--- config.mk ---
export PLATFORM = sky130hd
export DESIGN_NAME = weighted_rr_arbiter
export DESIGN_NICKNAME = d
export VERILOG_FILES = /design/src/rtl/arb_pkg.sv /design/src/rtl/weighted_rr_arbiter_rr_pick.sv /design/src/rtl/weighted_rr_arbiter.sv
export SDC_FILE = /design/constraint.sdc
export NUM_CORES = 1
export LEC_CHECK = 0
export CORE_AREA = 3 3 138 140
export CTS_CLUSTER_SIZE = 8
export DETAILED_ROUTE_END_ITERATION = 8
export DIE_AREA = 0 0 141 143
export PLACE_DENSITY = 0.65
export SLEW_MARGIN = 20
export SYNTH_ARGS = -nofsm -noshare
export SYNTH_HDL_FRONTEND = slang
export SYNTH_SLANG_ARGS = --single-unit
--- constraint.sdc ---
create_clock -name clk -period 7.3 [get_ports clk]
set_input_delay 2.19 -clock clk [delete_from_list [all_inputs] [get_ports clk]]
set_output_delay 2.19 -clock clk [all_outputs]
set_load 0.05 [all_outputs]
--- src/rtl/arb_pkg.sv ---
// Shared definitions for the arbiter family: mode encodings, a constant clog2
// and a one-hot builder wide enough for any supported requester count.
package arb_pkg;

  localparam logic ARB_MODE_RR  = 1'b0;
  localparam logic ARB_MODE_WRR = 1'b1;

  // Upper bound on N for the shared one-hot helper; callers slice the low N bits.
  localparam int ARB_MAX_N = 256;

  function automatic int clog2(input int value);
    int r;
    r = 0;
    while ((1 << r) < value) begin
      r++;
    end
    return r;
  endfunction

  function automatic logic [ARB_MAX_N-1:0] onehot(input int idx, input int n);
    logic [ARB_MAX_N-1:0] v;
    v = '0;
    if ((idx >= 0) && (idx < n) && (idx < ARB_MAX_N)) begin
      v[idx] = 1'b1;
    end
    return v;
  endfunction

endpackage

--- src/rtl/weighted_rr_arbiter_rr_pick.sv ---
// Rotating-priority search: first set req bit at or after start, wrapping modulo N.
// Duplicating the request vector turns the wrap into a plain priority encode.
module rr_pick
  import arb_pkg::*;
#(
  parameter int N    = 32,
  parameter int IDXW = clog2(N)
) (
  input  logic [N-1:0]    req,
  input  logic [IDXW-1:0] start,
  output logic            found,
  output logic [IDXW-1:0] idx
);

  logic [2*N-1:0] dbl;
  logic [2*N-1:0] mask;
  logic [2*N-1:0] masked;

  always_comb begin
    dbl  = {req, req};
    mask = '0;
    for (int k = 0; k < 2*N; k++) begin
      mask[k] = (k >= int'(start));
    end
    masked = dbl & mask;
  end

  // Scan from the top so the lowest surviving bit is the last one written.
  always_comb begin
    found = 1'b0;
    idx   = '0;
    for (int k = 2*N-1; k >= 0; k--) begin
      if (masked[k]) begin
        found = 1'b1;
        idx   = (k >= N) ? IDXW'(k - N) : IDXW'(k);
      end
    end
  end

endmodule

--- src/rtl/weighted_rr_arbiter.sv ---
// N-way arbiter with registered one-hot grant, optional per-requester weights
// (consecutive-cycle credits) and per-requester lock for multi-beat transfers.
module weighted_rr_arbiter
  import arb_pkg::*;
#(
  parameter  int N    = 32,
  parameter  int WW   = 4,
  localparam int IDXW = clog2(N)
) (
  input  logic            clk,
  input  logic            rst,
  input  logic [N-1:0]    req,
  input  logic [N-1:0]    lock,
  input  logic [N*WW-1:0] weight,
  input  logic            mode,
  output logic [N-1:0]    gnt,
  output logic [IDXW-1:0] gnt_idx,
  output logic            gnt_valid
);

  localparam logic [WW-1:0] CREDIT_ONE = WW'(1);

  logic [N-1:0]    gnt_q, gnt_d;
  logic [IDXW-1:0] gnt_idx_q, gnt_idx_d;
  logic            gnt_valid_q, gnt_valid_d;
  logic [IDXW-1:0] ptr_q, ptr_d;
  logic [WW-1:0]   credit_q, credit_d;

  logic [IDXW-1:0]      search_start;
  logic                 pick_found;
  logic [IDXW-1:0]      pick_idx;
  logic [WW-1:0]        pick_weight;
  logic [WW-1:0]        pick_credit;
  logic [ARB_MAX_N-1:0] pick_onehot;
  logic                 hold_lock;
  logic                 hold_weight;

  assign search_start = (ptr_q == IDXW'(N-1)) ? '0 : ptr_q + 1'b1;

  rr_pick #(
    .N    (N),
    .IDXW (IDXW)
  ) u_pick (
    .req   (req),
    .start (search_start),
    .found (pick_found),
    .idx   (pick_idx)
  );

  // Weight of the candidate winner; zero is promoted to a single-cycle turn.
  always_comb begin
    pick_weight = weight[int'(pick_idx)*WW +: WW];
    pick_credit = (pick_weight == '0) ? CREDIT_ONE : pick_weight;
    pick_onehot = onehot(int'(pick_idx), N);
  end

  assign hold_lock   = gnt_valid_q && req[ptr_q] && lock[ptr_q];
  assign hold_weight = (mode == ARB_MODE_WRR) && gnt_valid_q && req[ptr_q] &&
                       (credit_q > CREDIT_ONE);

  always_comb begin
    gnt_d       = gnt_q;
    gnt_idx_d   = gnt_idx_q;
    gnt_valid_d = gnt_valid_q;
    ptr_d       = ptr_q;
    credit_d    = credit_q;
    if (hold_lock) begin
      // Locked beats are free: credit is left for after the lock releases.
    end else if (hold_weight) begin
      credit_d = credit_q - CREDIT_ONE;
    end else if (pick_found) begin
      gnt_d       = pick_onehot[N-1:0];
      gnt_idx_d   = pick_idx;
      gnt_valid_d = 1'b1;
      ptr_d       = pick_idx;
      credit_d    = (mode == ARB_MODE_WRR) ? pick_credit : CREDIT_ONE;
    end else begin
      gnt_d       = '0;
      gnt_valid_d = 1'b0;
    end
  end

  always_ff @(posedge clk or posedge rst) begin
    if (rst) begin
      gnt_q       <= '0;
      gnt_idx_q   <= '0;
      gnt_valid_q <= 1'b0;
      ptr_q       <= IDXW'(N-1);
      credit_q    <= '0;
    end else begin
      gnt_q       <= gnt_d;
      gnt_idx_q   <= gnt_idx_d;
      gnt_valid_q <= gnt_valid_d;
      ptr_q       <= ptr_d;
      credit_q    <= credit_d;
    end
  end

  assign gnt       = gnt_q;
  assign gnt_idx   = gnt_idx_q;
  assign gnt_valid = gnt_valid_q;

endmodule

==> qor.txt <==
Status: complete, no violations
WHS Endpoint: gnt_idx[3]
Hold violation count in the final report: 0
Inserted Diodes: 0
Clock sinks: 47
Syn avg cell area: 8.58 sq um
Nets: 1,032
Worst reg2reg startpoint: ptr_q[1]
Hold_sp: gnt_idx[3]
P per Cell Area: 453 nW/um^2
Most frequent CP cell: ha_1
Std cell rows: 49
Setup violations, final: 0
Post-CTS setup repair buffer count: 0
Slowest cell on crit path: dfstp_2
Largest net degree at the start of global routing: 54
Synthesized cell area: 5340 sq um
Global Route Usage Sum: 0.195
Pre-CTS setup slack: 1.12 ns
Root Buffer Master: clkbuf_16
Post-CTS sizing: 0
RSZ-0062 raised after global routing: no
FMAX: 0.159 GHz
Period utilization: 0.859
CP Data Arrival Time: 6.43 ns
1st-pass router iterations: 8
Power share of the clock group: 0.074
Num CTS Buffers: 5
Top_reg_cell synth: dfrtp_1
Layout cells sized above 1: 0.0913
Register area share after synthesis: 0.221
Via-per-instance ratio: 5.82
Max-Cap Viols: 0
Hold Buf Count CTS: 0
Worst-path cell chain: ha_1 > and3_1 > ha_1 > or3b_2 > mux2i_1 > o221ai_1 > a211o_1 > o21ai_1 > and2_1 > mux2_2 > a221oi_1 > nand4b_1 > nand3_1 > o211ai_2
HPWL Detailed: 16,700 um
Max layer used: met4
CTS tree: yes
Grt total ovfl: 0
Reg area: 1180 sq um
Finished Core Util: 0.445
DR WL met3: 1780 um
Post-synth net total: 824
Hold Crit Depth: 1
R2R cell count: 14
Clock Latency Late Sink: 0.29 ns
Met1 WL: 8600 um
Final Max Slew Viols: 0
CTS max path bufs: 2
Seq cells post-synth: 47
Design Power: 3.62 mW
Die Wd: 141 um
Via count: 6,174
Initial Utilization: 0.297
Reg2reg setup slack: 1.03 ns
Peak supply drop: 0.294 mV
Largest delay share family, worst path: simple AND/OR/NAND/NOR gates
Synth warn: 0
Synth top area cells: dfrtp_1 (20%), mux2i_1 (11%), mux4_2 (8.4%)
CP endpoint kind: flip-flop
Switching Share: 0.536
Total wire length: 21,000 um
Multi-input gate area: 3850 sq um
Share of async-settable or async-resettable flops after synthesis: 1.00
GPL Wtd Cong: 0.991
Pint: 1.68 mW
Worst EP required: 7.46 ns
Final worst slack: 1.03 ns
Worst min-delay path category: reg2reg
Hold_ws: 0.496 ns
DRC: 0
CP peak stage delay: 0.91 ns
Initial antenna violation count: 0
EDFF count, synth: 0
Clock Skew: 0.00515 ns
Area delta synth->final: 49.7%
Fillers: 1,797
Port buffer count: 232
Core region area: 18,000 sq um
DIE AREA: 20,200 sq um
Setup_tns: 0 ns
P_leak: 3.22 nW
Buf/Inv on CP: 0
Number of global-route vias before repair: 6,011
WL met2: 10,100 um
Per-cell routed wire length: 19.8 um
Crit start category: flip-flop
Synth area leader: dfrtp_1
Max FO, Critical Path: 23
Fin crit period: 6.27 ns
Post-DRT Antenna Nets: 0
H-tree depth: 2
Capturing point of the worst reg2reg path: credit_q[0]
Sw Pwr: 1.94 mW
Least-Margin Pin Slew: 1.05 ns
Die Span Y: 143 um
Reg power frac: 0.116
Slew headroom: 0.291
# IOs: 233
Gate power share: 0.810
Crit Path Class: reg2reg
DR iter-0 viols: 518
Synth top area share: 0.197
Synthesized instance count: 623
Synth cell types: 74
Clk slew on worst S/H paths: 0.07 ns
Global-route wire length before repair: 31,900 um
## power by group through the flow
stage,combinational [mW],sequential [mW],clock (mW)
floorplan,2.12,0.489,0
global placement,2.92,0.427,0
detailed placement,2.92,0.424,0
CTS,2.92,0.422,0.272
global route,3.18,0.434,0.282
finish,2.93,0.421,0.267
## stage by stage
stage | cell area, sq um | cells
2_1_floorplan | 5340 | 623
6_report | 8000 | 1061
3_3_place_gp | 7830 | 1053
5_1_grt | 8000 | 1061
3_5_place_dp | 7830 | 1053
4_1_cts | 8000 | 1061
## worst register-to-register path: stages, from the launching register on
cell      delay, ns
dfstp_2        0.91
ha_1           0.44
and3_1         0.20
ha_1           0.55
or3b_2         0.49
mux2i_1        0.51
o221ai_1       0.36
a211o_1        0.32
o21ai_1        0.42
and2_1         0.74
mux2_2         0.42
a221oi_1       0.29
nand4b_1       0.24
nand3_1        0.17
o211ai_2       0.08
## state kept, by name (all words and copies together), names as in the netlist
signal,flops
gnt,32
gnt_idx,5
credit_q,4
gnt_valid,1
ptr_q,5
## how the worst max path moves through the flow
| stage | start | to | cells past startpoint |
|---|---|---|---|
| finish | ptr_q[1] | credit_q[0] | 14 |
| global route | ptr_q[1] | credit_q[0] | 14 |
| CTS | ptr_q[1] | credit_q[0] | 14 |
| detailed placement | req[28] | credit_q[0] | 13 |
| global placement | ptr_q[1] | credit_q[0] | 14 |
| floorplan | req[3] | credit_q[0] | 16 |
## cells in the final DEF, fill, tap and decap left out, types with 6 or more instances in the layout
cell,instances
clkdlybuf4s50_1,232
mux2i_1,61
nor2_1,44
nand2_1,42
dfrtp_1,42
a22o_1,33
o21ai_0,31
a21oi_1,30
inv_1,24
mux4_2,20
nor3_1,18
nand3_1,14
nand2b_1,13
o22ai_1,13
nor4_1,12
a221oi_1,12
mux2_2,11
o31ai_1,9
nor2b_1,9
buf_4,9
a21o_1,7
or2_2,7
nand4_1,7
a31oi_1,7
o21a_1,6
and3_1,6
a211oi_1,6
and2_1,6
ha_1,6
## layout make-up
cell class	instances	share of cell area
multi-input combinational	509	0.481
timing repair buffer	242	0.301
sequential	47	0.148
tap	229	0.0358
clock buffer	5	0.0156
inverter	26	0.0124
clock inverter	3	0.00594
## routing by layer
layer | up-vias | track usage
met5 | - | 0
met4 | 0 | 0.0505
met3 | 46 | 0.0338
met2 | 355 | 0.323
met1 | 2929 | 0.264
li1 | 2844 | -
## kinds of logic after synthesis
logic type,count (synthesis),share of synthesized area
AOI/OAI and AO/OA,207,0.279
and+or+nand+nor,202,0.197
muxes,92,0.222
buffers and inverters,67,0.0632
DFF,47,0.221
adders and majority gates,6,0.0140
xor gates and xnor gates,2,0.00328
## synthesized netlist by cell type, types with 11 or more instances
library cell / n
a21oi_1: 31
a221oi_1: 12
a22o_1: 33
buf_2: 14
clkbuf_1: 17
dfrtp_1: 42
inv_1: 25
mux2_2: 11
mux2i_1: 61
mux4_2: 20
nand2_1: 42
nand2b_1: 13
nand3_1: 14
nor2_1: 44
nor3_1: 18
nor4_1: 12
o21ai_0: 31
o22ai_1: 13
(Power assumes the default switching activity.)
==> edit: new RTL, config.mk and constraints unchanged <==
Reset style: synchronous (`rst`), changed in one clocked block.
--- a/src/rtl/weighted_rr_arbiter.sv
+++ b/src/rtl/weighted_rr_arbiter.sv
@@ -80,7 +80,7 @@
     end
   end
 
-  always_ff @(posedge clk or posedge rst) begin
+  always_ff @(posedge clk) begin
     if (rst) begin
       gnt_q       <= '0;
       gnt_idx_q   <= '0;
Formal check against the unedited RTL: differs if rst is asserted again (counterexample within 4 cycles, from zero or initial values and one cycle with rst high); with rst held inactive, the same outputs for 4 cycles.
==> edit against the original RTL <==
- count of clock-buffer cells in the layout is 1 higher
- via count is 12% higher
- register-to-register slack better by 320 ps
- area after synthesis is 4.6% higher
- final area is 2.3% higher
- setup slack better by 100 ps
- sequential cell count stayed put
- routed wire length is 20% higher
- critical path type is now primary input to flip-flop
- largest cell class unchanged
- highest routed layer unchanged
Power is not shown: default switching activity piles up to over one toggle a cycle in this logic, so the estimate is an artifact.
==> edit: results <==
INSERT INTO impl_metrics (metric_group, metric, value, unit) VALUES
('worst_setup_path', 'cpPeakStageDelay', '620', 'ps'),
('yosys', 'synth_sequential_area_ratio', '16.8', '%'),
('run_status', 'outcome', 'complete, no violations', ''),
('drt', 'drt-vias-per-instance', '5.95', ''),
('sta', 'timing_worst_slew_pin_value', '973', 'ps'),
('yosys', 'netlist-cell-type-count', '86', ''),
('drt', 'post_detailed_routing_wire_length', '25100', 'um'),
('drt', 'drtIter0Drc', '635', ''),
('yosys', 'yosys-top-cells-area', 'dfxtp_1 17%, mux4_2 8.9%, nor2_1 6.8%', ''),
('sta', 'finalClockSkew', '2.51', 'ps'),
('yosys', 'async_flop_share', '0', '%'),
('finish', 'design.final.nets', '1135', ''),
('global_routing', 'number_of_global_route_vias_before_repair', '6631', ''),
('global_routing', 'grt_first_pass_wirelength', '37900', 'um'),
('global_routing', 'grt_start_max_net_pins', '45', ''),
('finish', 'final_layout_size_suffix_gt1_share', '8.15', '%'),
('worst_setup_path', 'critPathArrivalTime', '6340', 'ps'),
('placement', 'place_hpwl', '20000', 'um'),
('placement', 'gp_routability_congestion', '0.947', ''),
('yosys', 'synth_nets', '935', '');
[edit: kinds of logic after synthesis]
| kind of cell | after synthesis | share of synthesized area (%) |
|---|---|---|
| buffers and inverters | 77 | 6.49 |
| multiplexers | 51 | 14.3 |
| adder cells (fa/ha/maj) | 7 | 1.57 |
| AND/OR/NAND/NOR | 273 | 23.5 |
| AO/OA/AOI/OAI | 274 | 36.7 |
| XOR/XNOR | 4 | 0.627 |
| flip-flops | 47 | 16.8 |
[edit: path summary, 6_finish.rpt]
kind / cells after the start / to / slack (ps) / from
setup / recovery: 12 / credit_q[0] / 1130 / req[14]
hold / removal: 2 / gnt_idx[2] / 460 / gnt_idx[2]
setup reg to reg: 15 / credit_q[2] / 1350 / ptr_q[2]
hold reg to reg: 2 / gnt_idx[2] / 460 / gnt_idx[2]
[edit: layout make-up]
cell class                      instances  area (sq um)
Sequential cell                        47           941
Multi-Input combinational cell        609          4300
Timing Repair Buffer                  243          2400
Clock inverter                          1          8.76
Clock buffer                            6           139
Tap cell                              229           287
Inverter                               27           101
Fill cell                            1795          9780
[edit: per-stage QoR]
step	worst slack, ps	std cells	instance area, sq um
after floorplan	2120	733	5590
after global placement	915	1155	8040
after detailed placement	837	1155	8040
after CTS	1140	1162	8190
after global routing	681	1162	8190
final	1130	1162	8190
[edit: tightest hold or removal path, cell delays in order, from the launching register on]
cell and delay (ps):
dfxtp_1 310, nand2_1 50, a21oi_1 50
[edit: metal layers]
layer	vias to the layer above	share of wire [%]	track usage (%)
li1	3259	-	-
met1	3306	42	31.0
met2	311	48	39.1
met3	39	8.0	5.63
met4	0	2.3	5.66
met5	-	0	0
